## src/rtl/rom_stream_reader.sv

```systemverilog
// Read-side master for a single-address registered ROM. It streams LEN words from START_ADDR
// out as a valid/ready stream with a last marker, buffered by a small FIFO.
module rom_stream_reader #(
    parameter int ADDR_W     = 3,
    parameter int DATA_W     = 16,
    parameter int FIFO_DEPTH = 4
) (
    input  logic              clk,
    input  logic              rst,
    input  logic              start,
    input  logic [ADDR_W-1:0] start_addr,
    input  logic [ADDR_W:0]   len,
    input  logic              abort,
    output logic              rom_en,
    output logic [ADDR_W-1:0] rom_addr,
    input  logic [DATA_W-1:0] rom_data,
    output logic [DATA_W-1:0] m_data,
    output logic              m_valid,
    input  logic              m_ready,
    output logic              m_last,
    output logic              busy,
    output logic              done
);
    localparam int PTR_W = $clog2(FIFO_DEPTH);
    localparam int CNT_W = PTR_W + 1;

    typedef enum logic [1:0] {IDLE, READ, DRAIN, DONE} state_t;

    state_t            state_q, state_d;
    logic              rom_en_q, rom_en_d;
    logic [ADDR_W-1:0] rom_addr_q, rom_addr_d;
    logic [ADDR_W-1:0] next_addr_q, next_addr_d;
    logic [ADDR_W:0]   remaining_q, remaining_d;
    logic              issue_last_q, issue_last_d;
    logic              cap_q, cap_d;
    logic              cap_last_q, cap_last_d;
    logic [PTR_W-1:0]  wr_ptr_q, wr_ptr_d, rd_ptr_q, rd_ptr_d;
    logic [CNT_W-1:0]  count_q, count_d;
    logic [CNT_W:0]    occupancy;
    logic              push, pop;

    logic [DATA_W-1:0] mem_data [FIFO_DEPTH];
    logic              mem_last [FIFO_DEPTH];

    assign rom_en   = rom_en_q;
    assign rom_addr = rom_addr_q;
    assign m_valid  = (count_q != '0);
    assign m_data   = m_valid ? mem_data[rd_ptr_q] : '0;
    assign m_last   = m_valid ? mem_last[rd_ptr_q] : 1'b0;
    assign busy     = (state_q != IDLE);
    assign done     = (state_q == DONE);

    always_comb begin
        state_d      = state_q;
        rom_en_d     = 1'b0;
        rom_addr_d   = rom_addr_q;
        next_addr_d  = next_addr_q;
        remaining_d  = remaining_q;
        issue_last_d = issue_last_q;
        // rom_data is only meaningful the cycle after an enable; the tag follows it
        cap_d        = rom_en_q;
        cap_last_d   = issue_last_q;
        push         = cap_q;
        pop          = m_valid && m_ready;
        occupancy    = {1'b0, count_q} + (CNT_W+1)'(rom_en_q) + (CNT_W+1)'(cap_q);

        case (state_q)
            IDLE: begin
                if (start && !abort) begin
                    if (len == '0) begin
                        state_d = DONE;
                    end else begin
                        rom_en_d     = 1'b1;
                        rom_addr_d   = start_addr;
                        next_addr_d  = start_addr + ADDR_W'(1);
                        remaining_d  = len - (ADDR_W+1)'(1);
                        issue_last_d = (len == (ADDR_W+1)'(1));
                        state_d      = (len == (ADDR_W+1)'(1)) ? DRAIN : READ;
                    end
                end
            end
            READ: begin
                // Reads in flight are counted against the FIFO so it can never overflow
                if (occupancy < (CNT_W+1)'(FIFO_DEPTH)) begin
                    rom_en_d     = 1'b1;
                    rom_addr_d   = next_addr_q;
                    next_addr_d  = next_addr_q + ADDR_W'(1);
                    remaining_d  = remaining_q - (ADDR_W+1)'(1);
                    issue_last_d = (remaining_q == (ADDR_W+1)'(1));
                    if (remaining_q == (ADDR_W+1)'(1)) begin
                        state_d = DRAIN;
                    end
                end
            end
            DRAIN: begin
                if (pop && m_last) begin
                    state_d = DONE;
                end
            end
            default: state_d = IDLE;
        endcase

        wr_ptr_d = push ? wr_ptr_q + PTR_W'(1) : wr_ptr_q;
        rd_ptr_d = pop  ? rd_ptr_q + PTR_W'(1) : rd_ptr_q;
        count_d  = count_q;
        if (push && !pop) begin
            count_d = count_q + CNT_W'(1);
        end else if (!push && pop) begin
            count_d = count_q - CNT_W'(1);
        end

        if (abort && state_q != IDLE) begin
            state_d  = IDLE;
            rom_en_d = 1'b0;
            cap_d    = 1'b0;
            wr_ptr_d = '0;
            rd_ptr_d = '0;
            count_d  = '0;
        end
    end

    always_ff @(posedge clk) begin
        if (rst) begin
            state_q      <= IDLE;
            rom_en_q     <= 1'b0;
            rom_addr_q   <= '0;
            next_addr_q  <= '0;
            remaining_q  <= '0;
            issue_last_q <= 1'b0;
            cap_q        <= 1'b0;
            cap_last_q   <= 1'b0;
            wr_ptr_q     <= '0;
            rd_ptr_q     <= '0;
            count_q      <= '0;
        end else begin
            state_q      <= state_d;
            rom_en_q     <= rom_en_d;
            rom_addr_q   <= rom_addr_d;
            next_addr_q  <= next_addr_d;
            remaining_q  <= remaining_d;
            issue_last_q <= issue_last_d;
            cap_q        <= cap_d;
            cap_last_q   <= cap_last_d;
            wr_ptr_q     <= wr_ptr_d;
            rd_ptr_q     <= rd_ptr_d;
            count_q      <= count_d;
        end
    end

    always_ff @(posedge clk) begin
        if (push) begin
            mem_data[wr_ptr_q] <= rom_data;
            mem_last[wr_ptr_q] <= cap_last_q;
        end
    end

    always_ff @(posedge clk) begin
        if (!rst) begin
            assert (!(push && !pop && count_q == CNT_W'(FIFO_DEPTH)));
        end
    end
endmodule

```

## config.mk

```make
export PLATFORM = sky130hd
export DESIGN_NAME = rom_stream_reader
export DESIGN_NICKNAME = d
export VERILOG_FILES = /design/src/rtl/rom_stream_reader.sv
export SDC_FILE = /design/constraint.sdc
export NUM_CORES = 1
export LEC_CHECK = 0
export BUFFER_PORTS_ARGS = -buffer_cell sky130_fd_sc_hd__buf_2
export CORE_MARGIN = 1
export CORE_UTILIZATION = 52
export CTS_CLUSTER_SIZE = 14
export DETAILED_ROUTE_END_ITERATION = 6
export HOLD_SLACK_MARGIN = 0.05
export PLACE_DENSITY = 0.84
export SETUP_SLACK_MARGIN = 0.3
export SLEW_MARGIN = 5
export SYNTH_ARGS = -nofsm -noshare
export SYNTH_HDL_FRONTEND = slang
export SYNTH_SLANG_ARGS = --single-unit
```

## constraint.sdc

```tcl
create_clock -name clk -period 2.1 [get_ports clk]
set_input_delay 0 -clock clk [delete_from_list [all_inputs] [get_ports clk]]
set_output_delay 0 -clock clk [all_outputs]
set_load 0.005 [all_outputs]
```

==> impl_results.md, run 1 <==
- Outcome: finished, final reports clean
- Maximum clock insertion buffer count: 2
- Net count, final: 422
- Max incr delay on CP: 0.45 ns
- H-tree level count: 3
- Critical Path AT: 2.27 ns
- Period utilisation layout: 0.938
- Setup WS post-layout: 0.129 ns
- Netlist cell types: 45
- Commonest non-fill, non-tap cell in the layout: edfxtp_1
- Kind of critical path: reg -> reg
- WL/cell: 18.1 um
- Slowest-stage cell, CP: a221o_2
- Num Clock Sinks: 93
- Via density: 5.70
- Cell area after layout: 5260 um^2
- Metal2 WL: 4430 um
- Largest net degree at the start of global routing: 21
- 1st-iter DRT viols: 145
- Slew headroom: 0.670
- Setup_tns: 0 ns
- Num CTS Buffers: 9
- Crit path max-delay family: compound AO/OA/AOI/OAI gates
- Number of inserted diodes: 0
- Unrepaired setup endpoints after global routing: yes
- Leak Pwr: 1.94 nW
- Most frequent cells in the layout: edfxtp_1 (68), buf_2 (51), buf_4 (21)
- Clock tree root driver cell: clkbuf_8
- Worst vdd rail ir drop: 0.000855 V
- Critical path peak fanout: 5
- Place WS: 0.0473 ns
- Seq. cell area: 2560 um^2
- WL met3: 541 um
- Die ar.: 8220 um^2
- CP Launch Type: register
- Dpl cell area: 4560 um^2
- Total GRT Usage: 0.211
- Measured slew at the worst slew-check pin: 0.495 ns
- Top layer in use: met4
- Num rows: 31
- Core ar.: 7410 um^2
- Final wirelength: 8710 um
- Pwr dens: 1140 nW/um^2
- Number of synthesized flops with an enable pin: 68
- Routed length on met1: 3620 um
- Global route overflow: 0
- Max Clk Rate: 507 MHz
- Setup Skew: 0.0128 ns
- Cells after Synth: 280
- Vias in the first global route: 2664
- Clock slew at reported path FFs: 0.10 ns
- Clk_lat worst skew: 0.37 ns
- P&R area growth vs syn: 28.6%
- Post-Syn Area: 4090 um^2
- Initial antenna violation count: 0
- # IOs: 52
- Sequential area share after synthesis: 0.622
- Port Buffers: 51
- # setup viols final: 0
- Post-synth top flop: edfxtp_1
- CP required: 2.40 ns
- Hold crit path type: in -> reg
- Via count: 2746
- DRC: 0
- Final GP Congestion: 0.789
- Area of the multi-input gates: 1620 um^2
- Pwr Total: 6.01 mW
- Worst Setup End Kind: register
- Synth warn: 0
- Initial Util: 0.552
- First-pass GRT wire length: 13300 um
- Maxcap violations: 0
- Avg Synthesized Cell Area: 14.6 um^2
- Critical path cell sequence: buf_4 -> ha_4 -> a21o_1 -> a221o_2 -> or3_1 -> a21oi_1
- Post-Syn Nets: 324
- Synth Register Bits: 93
- Bufs and invs on worst path: 1
- Die W: 90.7 um
- Ratio of cells with drive above 1 in the final layout: 0.394
- # fillers: 448
- Pre-Repair DR Iteration Count: 4
- Final ANT Viol Nets: 0
- Final worst path period need: 1.97 ns
- Placed wire-length estimate: 5150 um
- Synth async-reset ratio: 0
- Die Height: 90.7 um
- Final hold vios: 0
- CTS tree: built
- Max-slew violation count: 0
==> power by group <==
part / leakage, nW / switching [mW] / internal, mW / total, mW
Combinational: 1.03 / 1.24 / 1.28 / 2.52
Clock: 0.0918 / 0.689 / 0.461 / 1.15
Sequential: 0.821 / 0.157 / 2.19 / 2.34
==> cells by family (layout without fill, tap and decap cells) <==
group           Yosys count  count (layout)  synth area share
mux                      24              24             0.116
simple gates             72              72             0.100
buf+inv                  25             127            0.0260
compound gates           44              45            0.0725
fa+ha+maj                16              16            0.0508
flops                    93              93             0.622
xor+xnor                  6               6            0.0129
==> synth_stat cells, drive strengths merged (2+ instances only) <==
cell type	n	area share
a2111oi	2	0.0043
a21o	3	0.0055
a21oi	17	0.022
a31oi	4	0.0061
and2	23	0.035
buf	5	0.0076
clkbuf	7	0.0064
dfxtp	25	0.12
edfxtp	68	0.50
ha	15	0.046
inv	12	0.011
mux2	2	0.0055
mux2i	5	0.012
mux4	17	0.098
nand2	7	0.0064
nand3	4	0.0049
nor2	14	0.013
nor2b	2	0.0031
nor3	8	0.0098
nor3b	2	0.0037
o211ai	2	0.0037
o21ai	6	0.0073
o31ai	4	0.0073
or3	4	0.0061
xnor2	2	0.0043
xor2	4	0.0086
==> final cells by class <==
type	count	area share
Inverter	13	0.00976
Timing Repair Buffer	98	0.134
Tap cell	99	0.0236
Clock inverter	7	0.0126
Clock buffer	9	0.0236
Sequential cell	93	0.487
Multi-Input combinational cell	163	0.309
==> worst reg2reg max path: stages, from the launching register on <==
cell,delay [ns]
dfxtp_4,0.36
buf_4,0.13
ha_4,0.22
a21o_1,0.20
a221o_2,0.45
or3_1,0.40
a21oi_1,0.15
==> through the flow <==
stage                      util  instances  hold WS [ns]
after floorplan               -        280        0.0716
after global placement    0.615        429         0.214
after detailed placement  0.615        429         0.221
after CTS                 0.687        477        0.0576
after global routing      0.710        482        0.0953
final                     0.710        482        0.0708
==> registers in the layout, indices dropped and copies added (netlist names), named ones only <==
register     count
cap_last_d       1
rom_addr         3
rd_ptr_q         2
cap_last_q       1
next_addr_q      3
wr_ptr_q         2
state_q          2
count_q          3
rom_en           1
mem_last         4
cap_q            1
mem_data        64
remaining_q      4
==> what timing repair did <==
item	CTS	global route
buffers inserted	11	4
cloned	2	1
setup endpoints to repair	28	44
resized for setup	13	39
pin swaps	3	18
hold endpoints to repair	78	0
hold buffers	19	0
==> routing by layer <==
layer / track usage / up-vias
met5: 0 / -
met4: 0.0551 / 0
met3: 0.0522 / 12
met2: 0.352 / 120
met1: 0.278 / 1354
li1: - / 1260
==> path summary, 6_finish.rpt <==
kind / from / to / slack, ns / depth (start not counted)
worst max-delay path: count_q[0] / next_addr_q[0] / 0.13 / 6
worst min-delay path: m_ready / rd_ptr_q[1] / 0.07 / 4
worst max register to register: count_q[0] / next_addr_q[0] / 0.13 / 6
worst min register to register: cap_last_d / cap_last_q / 0.47 / 1
Note: power is estimated with default switching activity, not from simulation.
==> inputs of run 2 (changes only) <==
CORE_UTILIZATION = 54   (was 52)
CTS_BUF_LIST = sky130_fd_sc_hd__clkbuf_8   (was not set)
PLACE_DENSITY = 0.86   (was 0.84)
==> run 2 against run 1 <==
Against the previous run: clock skew grew 0.0023 ns; flip-flop and latch count is the same; power shrank 2.1%; core utilization shrank 0.12 points; cell count shrank 1.2%; sequential power is essentially flat; combinational power shrank 5%; die area shrank 3.6%; hold slack gained 0.027 ns; setup slack lost 0.034 ns; non-clock buffer count shrank 6; critical path type unchanged; critical endpoint unchanged; largest power group unchanged.
==> impl_results.md, run 2 (same netlist as run 1, synthesis figures left out) <==
- Ratio of cells with drive above 1 in the final layout: 0.369 (was 0.394)
- Num rows: 31 (unchanged)
- Die W: 89.0 um (was 90.7 um)
- Area of the multi-input gates: 1600 um^2 (was 1620 um^2)
- Clk_lat worst skew: 0.36 ns (was 0.37 ns)
- Num Clock Sinks: 93 (unchanged)
- Largest register by flop count: mem_data (unchanged)
- Worst Setup End Kind: register (unchanged)
- R2r endpoint: next_addr_q[0] (unchanged)
- Max reg flops: 64 (unchanged)
- CTS tree: built (unchanged)
- Critical Path AT: 2.29 ns (was 2.27 ns)
- DRC: 0 (unchanged)
- Final wirelength: 8570 um (was 8710 um)
- Pre-Repair DR Iteration Count: 4 (unchanged)
- Critical R2R Launch: count_q[0] (unchanged)
- Net count, final: 416 (was 422)
- P&R area growth vs syn: 26.3% (was 28.6%)
- Number of inserted diodes: 0 (unchanged)
- Pwr dens: 1140 nW/um^2 (about the same)
- Die ar.: 7920 um^2 (was 8220 um^2)
- Leak Pwr: 1.91 nW (was 1.94 nW)
- Vias in the first global route: 2650 (was 2664)
- # setup viols final: 0 (unchanged)
- # fillers: 460 (was 448)
- Num CTS Buffers: 9 (unchanged)
- Critical path peak fanout: 6 (was 5)
- CP required: 2.38 ns (was 2.40 ns)
- Most frequent cells in the layout: edfxtp_1 (68), buf_2 (51), and2_1 (22) (was edfxtp_1 (68), buf_2 (51), buf_4 (21))
- Placed cells: 427 (was 429)
- H-tree level count: 3 (unchanged)
- Initial Util: 0.561 (was 0.552)
- Clock slew at reported path FFs: 0.10 ns (about the same)
- Dpl cell area: 4540 um^2 (was 4560 um^2)
- Via density: 5.63 (was 5.70)
- Die Height: 89.0 um (was 90.7 um)
- Final worst path period need: 2.00 ns (was 1.97 ns)
- # IOs: 52 (unchanged)
- Maxcap violations: 0 (unchanged)
- Seq. cell area: 2560 um^2 (about the same)
- 1st-iter DRT viols: 153 (was 145)
- Place WS: 0.105 ns (was 0.0473 ns)
- Max-slew violation count: 0 (unchanged)
- Unrepaired setup endpoints after global routing: yes (unchanged)
- Clock tree root driver cell: clkbuf_8 (unchanged)
- Core ar.: 7290 um^2 (was 7410 um^2)
- Worst-case hold slack: 0.0977 ns (was 0.0708 ns)
- First-pass GRT wire length: 12600 um (was 13300 um)
- Final hold vios: 0 (unchanged)
- Global route overflow: 0 (unchanged)
- Worst setup path end: next_addr_q[0] (unchanged)
- Cell area after layout: 5170 um^2 (was 5260 um^2)
- Setup WS post-layout: 0.0953 ns (was 0.129 ns)
- Placed wire-length estimate: 4950 um (was 5150 um)
- Outcome: finished, final reports clean (unchanged)
- Top Registers: mem_data x64, mem_last x4, remaining_q x4 (unchanged)
- Setup_tns: 0 ns (unchanged)
- Port Buffers: 51 (unchanged)
- Final std cells w/o fill: 476 (was 482)
- Measured slew at the worst slew-check pin: 0.889 ns (was 0.495 ns)
- Via count: 2681 (was 2746)
- Hold crit path type: in -> reg (unchanged)
- Total GRT Usage: 0.217 (was 0.211)
- WL/cell: 18.0 um (was 18.1 um)
- Fin util: 0.708 (was 0.710)
- Final ANT Viol Nets: 0 (unchanged)
- Initial antenna violation count: 0 (unchanged)
- Max Clk Rate: 499 MHz (was 507 MHz)
- Kind of critical path: reg -> reg (unchanged)
- Period utilisation layout: 0.955 (was 0.938)
- Final GP Congestion: 0.777 (was 0.789)
- Cell count of the worst hold path: 4 (unchanged)
- Worst vdd rail ir drop: 0.000734 V (was 0.000855 V)
- Worst reg2reg setup slack: 0.1 ns (was 0.13 ns)
- Slew headroom: 0.407 (was 0.670)
- Commonest non-fill, non-tap cell in the layout: edfxtp_1 (unchanged)
- Setup crit start: count_q[0] (unchanged)
- CP Launch Type: register (unchanged)
- Worst-case reg-to-reg path depth: 6 (unchanged)
- Maximum clock insertion buffer count: 2 (unchanged)
- Largest net degree at the start of global routing: 21 (unchanged)
- Pwr Total: 5.89 mW (was 6.01 mW)
- Setup Skew: 0.0152 ns (was 0.0128 ns)
==> run 2: cell count changes in the layout (fill, tap and decap cells not counted), moves of 3 or more <==
cell	change
buf_4	-5
dfxtp_2	+3
mux4_1	+4
mux4_2	-4
and2_1	+3
==> run 2: how the worst min path moves through the flow <==
stage	from	endpoint	slack, ns
after floorplan	rst	cap_last_q	0.07
after global placement	rom_data[1]	mem_data[2][1]	0.21
after detailed placement	rom_data[10]	mem_data[0][10]	0.22
after CTS	start_addr[1]	rom_addr[1]	0.07
after global routing	len[0]	remaining_q[0]	0.13
final	len[0]	remaining_q[0]	0.1
==> run 2: critical path, stage by stage, from the launching register on <==
cell     delay, ns
dfxtp_4       0.36
buf_4         0.14
ha_1          0.27
a21o_1        0.19
a221o_2       0.45
or3_1         0.39
a21oi_1       0.14
==> run 2: metal layers <==
layer | GRT usage | wire length, um
met5 | 0 | 0
met4 | 0.0693 | 72
met3 | 0.0462 | 503
met2 | 0.383 | 4480
met1 | 0.271 | 3510
==> run 2: report_power, final <==
| part | leakage, nW | switching [mW] | internal [mW] |
|---|---|---|---|
| Clock | 0.0947 | 0.679 | 0.458 |
| Sequential | 0.821 | 0.162 | 2.19 |
| Combinational | 0.998 | 1.23 | 1.17 |
| Total | 1.91 | 2.07 | 3.81 |
==> run 2: area by class of cell <==
class                      count  area share
sequential                    93       0.495
tap                           99      0.0240
clock buffer                   9      0.0240
timing repair buffer          92       0.124
clock inverter                 7      0.0136
multi-input combinational    163       0.309
inverter                      13      0.0102
==> run 2: timing repair <==
item / 4_1_cts / 5_1_grt
resized for setup: 17 / 22
setup endpoints to repair: 25 / 24
gates cloned: 1 / 1
setup buffers: 10 / 1
pin swaps: 7 / 5
hold buffers: 20 / 0
hold endpoints to repair: 81 / 0
==> inputs of run 3 (changes only) <==
CORE_ASPECT_RATIO = 0.8   (was not set)
==> run 3 against run 2 <==
Against the previous run: first-iteration DRC count grew 2.6%; power grew 0.23%; maximum frequency grew 3.0%; critical path depth grew 2; clock power shrank 9.6%; setup slack gained 0.059 ns; routed wire length grew 8.4%; register-to-register slack gained 0.06 ns; critical endpoint is now count_q[2].
==> impl_results.md, run 3 (same netlist as run 1, synthesis figures left out) <==
- Outcome: finished, final reports clean (unchanged)
- Seq. cell area: 2560 um^2 (about the same)
- Worst-case reg-to-reg path depth: 8 (was 6)
- Final hold vios: 0 (unchanged)
- Area of the multi-input gates: 1640 um^2 (was 1600 um^2)
- Die W: 99.3 um (was 89.0 um)
- CP required: 2.39 ns (was 2.38 ns)
- Setup_tns: 0 ns (unchanged)
- Final GP Congestion: 0.804 (was 0.777)
- # IOs: 52 (unchanged)
- # fillers: 417 (was 460)
- Bufs and invs on worst path: 1 (unchanged)
- Setup Skew: 0.00858 ns (was 0.0152 ns)
- Num Clock Sinks: 93 (unchanged)
- Critical path cell sequence: or3_4 -> nand2_4 -> ha_4 -> inv_2 -> fa_2 -> xor2_1 -> or3_1 -> a21oi_2 (was buf_4 -> ha_1 -> a21o_1 -> a221o_2 -> or3_1 -> a21oi_1)
- Final ANT Viol Nets: 0 (unchanged)
- Slowest-stage cell, CP: or3_4 (was a221o_2)
- Critical R2R Launch: count_q[0] (unchanged)
- Top Registers: mem_data x64, mem_last x4, remaining_q x4 (unchanged)
- CP Launch Type: register (unchanged)
- Die ar.: 7930 um^2 (was 7920 um^2)
- Port Buffers: 51 (unchanged)
- Clock slew at reported path FFs: 0.08 ns (was 0.10 ns)
- Pre-Repair DR Iteration Count: 5 (was 4)
- WL/cell: 19.8 um (was 18.0 um)
- Global route overflow: 0 (unchanged)
- Max Clk Rate: 514 MHz (was 499 MHz)
- Pwr dens: 1130 nW/um^2 (was 1140 nW/um^2)
- Ratio of cells with drive above 1 in the final layout: 0.377 (was 0.369)
- Die Height: 79.8 um (was 89.0 um)
- Max incr delay on CP: 0.38 ns (was 0.45 ns)
- First-pass GRT wire length: 13200 um (was 12600 um)
- Worst reg2reg setup slack: 0.15 ns (was 0.1 ns)
- Leak Pwr: 1.94 nW (was 1.91 nW)
- Critical path depth in cells: 8 (was 6)
- Unrepaired setup endpoints after global routing: yes (unchanged)
- Slew headroom: 0.411 (was 0.407)
- Hold crit path type: in -> reg (unchanged)
- Total GRT Usage: 0.226 (was 0.217)
- Measured slew at the worst slew-check pin: 0.883 ns (was 0.889 ns)
- Period utilisation layout: 0.927 (was 0.955)
- Max-slew violation count: 0 (unchanged)
- Initial antenna violation count: 0 (unchanged)
- Setup crit start: count_q[0] (unchanged)
- Critical path peak fanout: 2 (was 6)
- Vias in the first global route: 2602 (was 2650)
- Core ar.: 7090 um^2 (was 7290 um^2)
- 1st-iter DRT viols: 157 (was 153)
- Initial Util: 0.576 (was 0.561)
- Pwr Total: 5.90 mW (was 5.89 mW)
- Worst Setup End Kind: register (unchanged)
- Placed wire-length estimate: 5180 um (was 4950 um)
- Number of inserted diodes: 0 (unchanged)
- Critical Path AT: 2.24 ns (was 2.29 ns)
- Most frequent cells in the layout: edfxtp_1 (68), buf_2 (51), and2_1 (21) (was edfxtp_1 (68), buf_2 (51), and2_1 (22))
- Net count, final: 421 (was 416)
- Worst-case hold slack: 0.0876 ns (was 0.0977 ns)
- Final wirelength: 9290 um (was 8570 um)
- CTS tree: built (unchanged)
- Hold wc startpoint: len[0] (unchanged)
- DRC: 0 (unchanged)
- # setup viols final: 0 (unchanged)
- Maxcap violations: 0 (unchanged)
- Via count: 2723 (was 2681)
- Fin util: 0.736 (was 0.708)
- Maximum clock insertion buffer count: 2 (unchanged)
- Final worst path period need: 1.95 ns (was 2.00 ns)
- Clk_lat worst skew: 0.36 ns (about the same)
- Cell count of the worst hold path: 4 (unchanged)
- Via density: 5.81 (was 5.63)
- P&R area growth vs syn: 27.8% (was 26.3%)
- Num CTS Buffers: 9 (unchanged)
- Largest net degree at the start of global routing: 21 (unchanged)
- Max reg flops: 64 (unchanged)
- Worst vdd rail ir drop: 0.000696 V (was 0.000734 V)
- Kind of critical path: reg -> reg (unchanged)
- Num rows: 27 (was 31)
- Largest register by flop count: mem_data (unchanged)
- Commonest non-fill, non-tap cell in the layout: edfxtp_1 (unchanged)
- H-tree level count: 3 (unchanged)
- Clock tree root driver cell: clkbuf_8 (unchanged)
- Crit path max-delay family: simple AND/OR/NAND/NOR gates (was compound AO/OA/AOI/OAI gates)
## run 3: changes by cell type in the layout (fill, tap and decap cells not counted), moves of 2 or more
cell / before / now
buf_4: 16 / 20
dfxtp_2: 4 / 1
a21o_4: 0 / 2
clkinv_1: 0 / 2
clkinv_2: 0 / 2
clkinv_4: 3 / 1
dfxtp_4: 3 / 5
ha_1: 12 / 10
## run 3: layout make-up
class	count	share of cell area
multi-input cells	163	0.314
inverters	13	0.00934
clock inverters	7	0.00814
flip-flops and latches	93	0.491
repair buffers	97	0.133
well taps	87	0.0208
clock buffers	9	0.0237
## run 3: tightest hold or removal path: stages
cell and delay, ns:
buf_2 0.13, nand2_1 0.06, a31oi_1 0.08, nor3_1 0.12
## run 3: layer usage
metal  GRT usage  up-vias  routed length (um)
met3      0.0665       22                 477
met1       0.268     1330                3730
li1            -     1264                   -
met2       0.392      107                4740
met5           0        -                   0
met4      0.0868        0                 344
## run 3: path summary, 6_finish.rpt
path / endpoint
max: count_q[2]
min: remaining_q[0]
max reg2reg: count_q[2]
min reg2reg: cap_last_q
## run 3: power by group
part | switching [mW] | total [mW] | internal (mW)
Combinational | 1.26 | 2.52 | 1.26
Sequential | 0.161 | 2.35 | 2.19
Clock | 0.607 | 1.03 | 0.424
Total | 2.03 | 5.90 | 3.87
## run 3: timing repair
action                                  CTS  global route
pin swaps                                 7             9
gates resized for setup                  24            21
endpoints found under the setup margin   24            34
setup buffers                            11             4
gates cloned                              2             1
hold endpoints to repair                 78             0
hold buffers                             19             0
## run 3: metrics by stage
step / std cells / instance area, um^2 / worst slack (ns)
6_report: 469 / 5220 / 0.154
5_1_grt: 469 / 5220 / 0.0756
4_1_cts: 464 / 5070 / 0.166
3_5_place_dp: 416 / 4540 / 0.0569
3_3_place_gp: 416 / 4540 / 0.0965
2_1_floorplan: 280 / 4180 / 0.0476
